## config.mk

```make
export PLATFORM = sky130hd
export DESIGN_NAME = grapheme_mem_arb
export DESIGN_NICKNAME = d
export VERILOG_FILES = /design/src/rtl/grapheme_mem_arb_pkg.sv /design/src/rtl/grapheme_mem_arb_tag_ff.sv /design/src/rtl/grapheme_mem_arb.sv
export SDC_FILE = /design/constraint.sdc
export NUM_CORES = 1
export LEC_CHECK = 0
export CAP_MARGIN = 20
export CELL_PAD_IN_SITES_DETAIL_PLACEMENT = 0
export CELL_PAD_IN_SITES_GLOBAL_PLACEMENT = 1
export CORE_UTILIZATION = 31
export DETAILED_ROUTE_END_ITERATION = 7
export PLACE_DENSITY_LB_ADDON = 0.08
export SETUP_SLACK_MARGIN = 0.5
export SYNTH_ARGS = -nofsm -noshare
export SYNTH_HDL_FRONTEND = slang
export SYNTH_HIERARCHICAL = 1
export SYNTH_SLANG_ARGS = --single-unit
```

## constraint.sdc

```tcl
create_clock -name clk -period 9.72 [get_ports clk]
set_clock_uncertainty 0.05 [all_clocks]
set_input_delay 2.43 -clock clk [delete_from_list [all_inputs] [get_ports clk]]
set_output_delay 2.43 -clock clk [all_outputs]
set_load 0.01 [all_outputs]
```

## src/rtl/grapheme_mem_arb_pkg.sv

```systemverilog
// Shared constants for the two-port frame-buffer arbiter: arbitration modes
// and the bit layout of the status word.
package grapheme_mem_arb_pkg;

  localparam int ARB_RR    = 0;
  localparam int ARB_FIXED = 1;

  localparam int ST_UNDRFLW   = 0;
  localparam int ST_OVRFLW    = 1;
  localparam int ST_TAG_FULL  = 2;
  localparam int ST_LAST_PORT = 3;
  localparam int ST_LOCK_PORT = 4;
  localparam int ST_LOCK      = 5;
  localparam int ST_TAG_USED  = 8;

  // Smallest status width able to hold every field for a given tag depth.
  function automatic int status_min_w(input int depth);
    return ST_TAG_USED + $clog2(depth) + 1;
  endfunction

endpackage

```

## src/rtl/grapheme_mem_arb_tag_ff.sv

```systemverilog
// Read-tag FIFO: remembers which port issued each outstanding read so that
// in-order returns can be routed back. First-word fall-through head.
module grapheme_mem_arb_tag_ff #(
  parameter int DEPTH = 16,
  localparam int AW = $clog2(DEPTH)
) (
  input  logic        clk,
  input  logic        rst_n,
  input  logic        push,
  input  logic        push_tag,
  input  logic        pop,
  output logic        head_tag,
  output logic        empty,
  output logic        full,
  output logic [AW:0] used
);

  logic          mem_q [DEPTH];
  logic [AW-1:0] wr_ptr;
  logic [AW-1:0] rd_ptr;
  logic [AW:0]   count;
  logic          push_ok;
  logic          pop_ok;

  assign push_ok  = push & ~full;
  assign pop_ok   = pop & ~empty;
  assign empty    = (count == '0);
  assign full     = (count == (AW+1)'(DEPTH));
  assign used     = count;
  assign head_tag = mem_q[rd_ptr];

  // NOTE: storage is not reset; an entry is only ever read after it was written.
  always_ff @(posedge clk) begin
    if (push_ok) mem_q[wr_ptr] <= push_tag;
  end

  // NOTE: sequential state uses <= so every register samples pre-edge values.
  always_ff @(posedge clk or negedge rst_n) begin
    if (!rst_n) begin
      wr_ptr <= '0;
      rd_ptr <= '0;
      count  <= '0;
    end else begin
      if (push_ok) wr_ptr <= wr_ptr + 1'b1;
      if (pop_ok)  rd_ptr <= rd_ptr + 1'b1;
      case ({push_ok, pop_ok})
        2'b10:   count <= count + 1'b1;
        2'b01:   count <= count - 1'b1;
        default: count <= count;
      endcase
    end
  end

endmodule

```

## src/rtl/grapheme_mem_arb.sv

```systemverilog
// Two-port arbiter in front of the frame-buffer controller: waitrequest-style
// grant with lock-until-accept, and tag-routed in-order read return.
module grapheme_mem_arb
  import grapheme_mem_arb_pkg::*;
#(
  parameter int MEM_DATA_W = 32,
  parameter int MEM_ADDR_W = 20,
  parameter int RD_TAG_D   = 16,
  parameter int ARB_MODE   = 0,
  parameter int STATUS_W   = 32
) (
  input  logic                  clk,
  input  logic                  rst_n,
  input  logic                  p0_wren,
  input  logic                  p0_rden,
  input  logic [MEM_ADDR_W-1:0] p0_addr,
  input  logic [MEM_DATA_W-1:0] p0_wdata,
  output logic                  p0_wait,
  output logic                  p0_rd_valid,
  output logic [MEM_DATA_W-1:0] p0_rdata,
  input  logic                  p1_wren,
  input  logic                  p1_rden,
  input  logic [MEM_ADDR_W-1:0] p1_addr,
  input  logic [MEM_DATA_W-1:0] p1_wdata,
  output logic                  p1_wait,
  output logic                  p1_rd_valid,
  output logic [MEM_DATA_W-1:0] p1_rdata,
  output logic                  mem_wren,
  output logic                  mem_rden,
  output logic [MEM_ADDR_W-1:0] mem_addr,
  output logic [MEM_DATA_W-1:0] mem_wdata,
  input  logic                  mem_wait,
  input  logic                  mem_rd_valid,
  input  logic [MEM_DATA_W-1:0] mem_rdata,
  input  logic                  clear_flags,
  output logic [STATUS_W-1:0]   status
);

  localparam int TAG_AW = $clog2(RD_TAG_D);

  logic          lock_r, lock_port_r, last_port_r;
  logic          ovrflw_r, undrflw_r;
  logic          req0, req1, elig0, elig1;
  logic          sel_valid, sel, accept;
  logic          tag_push, tag_head, tag_empty, tag_full;
  logic [TAG_AW:0] tag_used;
  logic          ret0, ret1;

  assign req0  = p0_wren | p0_rden;
  assign req1  = p1_wren | p1_rden;
  assign elig0 = req0 & (p0_wren | ~tag_full);
  assign elig1 = req1 & (p1_wren | ~tag_full);

  // NOTE: every always_comb output gets a default first so no latch is inferred.
  always_comb begin
    sel_valid = 1'b0;
    sel       = 1'b0;
    if (lock_r) begin
      sel_valid = 1'b1;
      sel       = lock_port_r;
    end else if (elig0 && elig1) begin
      sel_valid = 1'b1;
      sel       = (ARB_MODE == ARB_FIXED) ? 1'b0 : ~last_port_r;
    end else if (elig0) begin
      sel_valid = 1'b1;
      sel       = 1'b0;
    end else if (elig1) begin
      sel_valid = 1'b1;
      sel       = 1'b1;
    end
  end

  // A port asserting both strobes is treated as a write.
  always_comb begin
    mem_wren  = 1'b0;
    mem_rden  = 1'b0;
    mem_addr  = '0;
    mem_wdata = '0;
    if (sel_valid) begin
      mem_wren  = sel ? p1_wren : p0_wren;
      mem_rden  = sel ? (p1_rden & ~p1_wren) : (p0_rden & ~p0_wren);
      mem_addr  = sel ? p1_addr  : p0_addr;
      mem_wdata = sel ? p1_wdata : p0_wdata;
    end
  end

  assign accept   = sel_valid & ~mem_wait;
  assign p0_wait  = req0 & ~(accept & ~sel);
  assign p1_wait  = req1 & ~(accept & sel);
  assign tag_push = accept & mem_rden;

  grapheme_mem_arb_tag_ff #(
    .DEPTH(RD_TAG_D)
  ) u_tag_ff (
    .clk      (clk),
    .rst_n    (rst_n),
    .push     (tag_push),
    .push_tag (sel),
    .pop      (mem_rd_valid),
    .head_tag (tag_head),
    .empty    (tag_empty),
    .full     (tag_full),
    .used     (tag_used)
  );

  assign ret0 = mem_rd_valid & ~tag_empty & ~tag_head;
  assign ret1 = mem_rd_valid & ~tag_empty &  tag_head;

  always_ff @(posedge clk or negedge rst_n) begin
    if (!rst_n) begin
      lock_r      <= 1'b0;
      lock_port_r <= 1'b0;
      last_port_r <= 1'b1;
      ovrflw_r    <= 1'b0;
      undrflw_r   <= 1'b0;
      p0_rd_valid <= 1'b0;
      p1_rd_valid <= 1'b0;
      p0_rdata    <= '0;
      p1_rdata    <= '0;
    end else begin
      if (accept) begin
        lock_r      <= 1'b0;
        last_port_r <= sel;
      end else if (sel_valid) begin
        lock_r      <= 1'b1;
        lock_port_r <= sel;
      end
      // Set has priority over a same-cycle clear.
      ovrflw_r    <= (tag_push & tag_full) | (ovrflw_r & ~clear_flags);
      undrflw_r   <= (mem_rd_valid & tag_empty) | (undrflw_r & ~clear_flags);
      p0_rd_valid <= ret0;
      p1_rd_valid <= ret1;
      if (ret0) p0_rdata <= mem_rdata;
      if (ret1) p1_rdata <= mem_rdata;
    end
  end

  always_comb begin
    status                              = '0;
    status[ST_UNDRFLW]                  = undrflw_r;
    status[ST_OVRFLW]                   = ovrflw_r;
    status[ST_TAG_FULL]                 = tag_full;
    status[ST_LAST_PORT]                = last_port_r;
    status[ST_LOCK_PORT]                = lock_port_r;
    status[ST_LOCK]                     = lock_r;
    status[ST_TAG_USED +: TAG_AW+1]     = tag_used;
  end

endmodule

```

==> metrics.yaml, run 1 <==
run_status: "complete, no violations"
ys_warn_count: 6
ios: 299
end_kind: "output pin"
switching_power_mw: 0.8608
drv_slew: 0
synth_edf_count: 16
grt_overflow: 0
seqPwrFrac: 0.306
synthArstFlopShare: 0.8400
die_h_um: 135.9
hp-class: "flip-flop to flip-flop"
die_x_um: 135.9
grt_usage: 0.1829
synth_mux_area_frac: 0.09167
maxSlewHeadroom: 0.4033
tritoncts: "built"
synthAdderAreaFrac: 0.02387
critPathRequiredTime_ns: 7.24
worstSetupPathType: "input port to output pin"
num-nets-final: 981
portBuffers: 277
post-cts-setup-buffer-count: 0
drive_above_1_share: 0.1348
cp-start-kind: "input port"
finalHoldViolations: 0
yosysUniqueCellTypes: 54
fmax_ghz: 0.1228
synth_compound_area_frac: 0.1011
dpl.hpwl_um: 12900
synth_seq_area_share: 0.4651
synthSimpleGateAreaFrac: 0.2081
synth_xor_area_frac: 0.01577
start_util: 0.3190
p_clk_frac: 0.160
stdcell_area_um2: 8656
grt_pass1_vias: 4905
rsz0062_at_grt: "no"
dp_cells: 1039
leakage_nw: 3.743
hold_buffers: 0
powerDensity_nw_per_um2: 276.2
avgSynthCellArea_um2: 9.678
area_delta_synth_final_pct: 55.81
crit_path_max_fanout: 55
drt-total-wl_um: 16930
synthCells: 574
fin_util: 0.4970
wl_per_cell_um: 16.02
ys_ff_latch: 100
fp-row-count: 48
power.internal_mw: 1.530
final_cell_mix: "clkdlybuf4s50_1, nand2_1, dfrtp_1, nand3_1, o21ai_2"
ys.flop_type: "dfrtp_1"
grt_max_degree: 84
cts.sinks: 100
arrival_ns: 5.67
antenna_found_initial: 1
setup_ws_ns: 1.574
final_common_cell: "clkdlybuf4s50_1"
h-tree-depth: 3
route.vias.total: 4878
die-area_um2: 18460
core-area_um2: 17420
setup_viol: 0
placed_area_um2: 8300
clk_path_buf_depth: 2
via_per_inst: 4.615
worst_slew_pin_slew_ns: 0.8938
syn-cell-area_um2: 5555
min_period_over_period: 0.8381
ant_nets: 0
p_comb_frac: 0.535
firstDrtPassIters: 4
numCtsBuffers: 9
pre_cts_ws_ns: 1.517
clock_latency_ns: 0.33
ir_worst_vdd_v: 0.0001347
p_sw_frac: 0.3601
gp_congestion: 0.8049
layout.cells.non_filler: 1057
cts_resized: 0
path_clk_slew_ns: 0.07
tns_ns: 0
fin_crit_ns: 8.146
cts.root.buffer_cell: "clkbuf_16"
drt_iter0_markers: 184
grt_pass1_wl_um: 25840
maxCapViolations: 0
remaining_drc_errors: 0
synth_top_family_by_area: "simple AND/OR/NAND/NOR gates"
sequential cells by signal, indices dropped and copies added (netlist names):
| signal | flops |
|---|---|
| p0_rdata | 32 |
| ovrflw_r | 1 |
| p0_rd_valid | 1 |
| p1_rdata | 32 |
| u_tag_ff/rd_ptr | 4 |
| u_tag_ff/wr_ptr | 4 |
| lock_port_r | 1 |
| lock_r | 1 |
| u_tag_ff/mem_q | 16 |
| undrflw_r | 1 |
| last_port_r | 1 |
| u_tag_ff/used | 5 |
| p1_rd_valid | 1 |
Yosys cell counts (6+ instances only):
master / number / area [um2]
xnor2_1: 7 / 61.31
dfrtp_1: 83 / 2077
nor2_1: 14 / 52.55
nand2_1: 160 / 600.6
nand3_1: 54 / 270.3
mux2_1: 7 / 78.83
edfxtp_1: 16 / 480.5
clkbuf_1: 12 / 45.04
buf_4: 33 / 247.7
o21ai_2: 40 / 350.3
mux2_2: 28 / 315.3
o21ai_1: 13 / 65.06
o21ai_0: 6 / 30.03
inv_1: 11 / 41.29
buf_2: 10 / 50.05
ha_1: 9 / 112.6
through the flow:
stage	hold WS, ns	total power, mW
floorplan	0.4093	1.421
global placement	0.4060	2.000
detailed placement	0.4113	2.033
CTS	0.4286	2.428
global route	0.4438	2.557
finish	0.4226	2.390
area by class of cell:
| class | instances | area, um2 |
|---|---|---|
| Sequential cell | 100 | 2584 |
| Clock inverter | 6 | 86.33 |
| Inverter | 12 | 45.04 |
| Tap cell | 225 | 281.5 |
| Timing Repair Buffer | 286 | 2870 |
| Fill cell | 1626 | 8761 |
| Antenna cell | 1 | 2.502 |
| Clock buffer | 10 | 239.0 |
| Multi-Input combinational cell | 417 | 2547 |
power groups by stage:
stage / Combinational (mW) / Sequential, mW / Clock [mW]
after floorplan: 0.646 / 0.776 / 0
final: 1.28 / 0.730 / 0.381
after global placement: 1.27 / 0.731 / 0
after CTS: 1.30 / 0.733 / 0.394
after global routing: 1.39 / 0.759 / 0.409
after detailed placement: 1.29 / 0.741 / 0
final timing paths:
check,startpoint,to,slack [ns],cells past startpoint
max in group asynchronous,rst_n,last_port_r,6.98,3
setup reg to reg,u_tag_ff/used[1],u_tag_ff/used[4],5.16,17
hold / removal,p1_rdata[18],p1_rdata[18],0.42,2
hold reg to reg,p1_rdata[18],p1_rdata[18],0.42,2
min in group asynchronous,rst_n,p0_rdata[13],1.81,1
setup / recovery,p0_rden,mem_wdata[8],1.57,9
routing by layer:
layer / GRT usage / vias to the layer above / wire, um
met5: 0 / - / 0
met1: 0.2101 / 2287 / 6689
met4: 0.05864 / 0 / 280
met3: 0.04996 / 14 / 1258
li1: - / 2382 / -
met2: 0.3271 / 195 / 8703
cells by family after synthesis:
logic type,Yosys count
compound gates,73
xor+xnor,10
fa+ha+maj,10
buf+inv,77
flops,100
mux,43
other cells,1
simple gates,260
critical path, stage by stage:
cell             delay (ns)
clkdlybuf4s50_1        0.46
nor2b_2                0.19
o21ai_4                0.12
buf_4                  0.48
nand2_2                0.15
inv_2                  0.67
buf_4                  0.50
o21ai_1                0.14
clkdlybuf4s50_1        0.50
(Power assumes the default switching activity.)
==> run 2: changes to the inputs <==
--- a/config.mk
+++ b/config.mk
@@ -8,7 +8,7 @@
 export CAP_MARGIN = 20
 export CELL_PAD_IN_SITES_DETAIL_PLACEMENT = 0
 export CELL_PAD_IN_SITES_GLOBAL_PLACEMENT = 1
-export CORE_UTILIZATION = 31
+export CORE_UTILIZATION = 26
 export DETAILED_ROUTE_END_ITERATION = 7
 export PLACE_DENSITY_LB_ADDON = 0.08
 export SETUP_SLACK_MARGIN = 0.5
==> constraint.sdc (replaced) <==
create_clock -name clk -period 6.6 [get_ports clk]
set_clock_uncertainty 0.05 [all_clocks]
set_input_delay 1.65 -clock clk [delete_from_list [all_inputs] [get_ports clk]]
set_output_delay 1.65 -clock clk [all_outputs]
set_load 0.01 [all_outputs]
==> metrics.yaml, run 2 (synthesis results as in run 1) <==
run_status: "complete, no violations"
pre_cts_ws_ns: 0.9659
r2r_start: "u_tag_ff/used[0]"
ir_worst_vdd_v: 0.0001294
tritoncts: "built"
clk_path_buf_depth: 2
arrival_ns: 3.94
tns_ns: 0
dpl.hpwl_um: 12980
hp-class: "flip-flop to flip-flop"
end_kind: "output pin"
wl_per_cell_um: 15.95
drt_iter0_markers: 121
maxCapViolations: 0
top_layer_used: "met4"
path_clk_slew_ns: 0.07
die_h_um: 148.2
num-nets-final: 980
crit_path_max_fanout: 55
hold_buffers: 0
diodes: 0
rrSetupSlack_ns: 2.03
grt_overflow: 0
fin_crit_ns: 5.638
cts.sinks: 100
maxSlewHeadroom: 0.5995
filler_cell_count: 2147
fin_util: 0.4166
route.vias.total: 4882
drive_above_1_share: 0.1325
fin_total_pwr_mw: 3.538
final_common_cell: "clkdlybuf4s50_1"
core-area_um2: 20960
worst_slew_pin_slew_ns: 0.6008
whs_endpoint: "p1_rdata[14]"
cts.root.buffer_cell: "clkbuf_16"
dr_wl_met2_um: 8364
wl_met3_um: 1693
die-area_um2: 21960
ant_nets: 0
remaining_drc_errors: 0
portBuffers: 277
antenna_found_initial: 0
finalHoldViolations: 0
gp_congestion: 0.7987
clock_latency_ns: 0.34
firstDrtPassIters: 4
grt_pass1_wl_um: 27230
via_per_inst: 4.418
drv_slew: 0
ios: 299
powerDensity_nw_per_um2: 405.2
setup_viol: 0
grt_max_degree: 85
rsz0062_at_grt: "no"
regToRegEndpoint: "u_tag_ff/used[4]"
setup_ws_ns: 0.9623
drt-total-wl_um: 17630
h-tree-depth: 3
start_util: 0.2651
min_period_over_period: 0.8542
grt_pass1_vias: 4903
area_delta_synth_final_pct: 57.16
worstSetupPathType: "input port to output pin"
placed_area_um2: 8388
leakage_nw: 3.753
min_delay_path_depth: 2
stdcell_area_um2: 8731
largestRegisters: "p0_rdata: 32 flops, p1_rdata: 32 flops, u_tag_ff/mem_q: 16 flops"
numCtsBuffers: 9
fp-row-count: 53
r2r_cells: 17
die_x_um: 148.2
fmax_ghz: 0.1774
final_cell_mix: "clkdlybuf4s50_1, nand2_1, dfrtp_1, nand3_1, o21ai_2"
cts_resized: 0
cp-start-kind: "input port"
grt_usage: 0.1591
hold_start: "p1_rdata[14]"
wl_met1_um: 7374
post-cts-setup-buffer-count: 0
critPathRequiredTime_ns: 4.90
## run 2: worst max path at each step
stage	to	slack, ns	start	depth (start not counted)
CTS	mem_wdata[30]	0.95	p1_wren	8
global placement	mem_wdata[30]	0.98	p1_wren	8
floorplan	mem_addr[10]	2.34	p0_rden	7
detailed placement	mem_addr[3]	0.97	p1_wren	8
finish	mem_rden	0.96	p1_wren	7
global route	mem_wdata[6]	0.81	p1_wren	8
## run 2: per-stage QoR
| stage | std cells | hold WS, ns |
|---|---|---|
| floorplan | 594 | 0.4093 |
| global placement | 1087 | 0.4079 |
| detailed placement | 1088 | 0.4134 |
| CTS | 1104 | 0.4310 |
| global route | 1105 | 0.4594 |
| finish | 1105 | 0.4262 |
## run 2: layout make-up
class | instances | area, um2 | share of cell area
clock inverters | 5 | 61.31 | 0.007022
repair buffers | 285 | 2895 | 0.3316
flip-flops and latches | 100 | 2584 | 0.2959
clock buffers | 11 | 254.0 | 0.02909
inverters | 12 | 45.04 | 0.005159
well taps | 275 | 344.1 | 0.03941
multi-input cells | 417 | 2547 | 0.2918
## run 2: critical path, stage by stage
cell             delay [ns]
clkdlybuf4s50_1        0.56
nor2_1                 0.10
a21oi_4                0.15
buf_4                  0.51
and3_1                 0.28
o21a_1                 0.13
clkdlybuf4s50_1        0.54
## run 2: power by group
part | switching, mW | total (mW) | internal, mW | leakage, nW
clock network | 0.238 | 0.559 | 0.321 | 0.156
logic | 0.879 | 1.90 | 1.02 | 2.44
registers | 0.180 | 1.08 | 0.895 | 1.16
## run 2: metal layers
layer,vias up,global-route usage
met4,0,0.03660
met3,13,0.05613
li1,2383,-
met1,2274,0.1926
met2,212,0.2692
met5,-,0
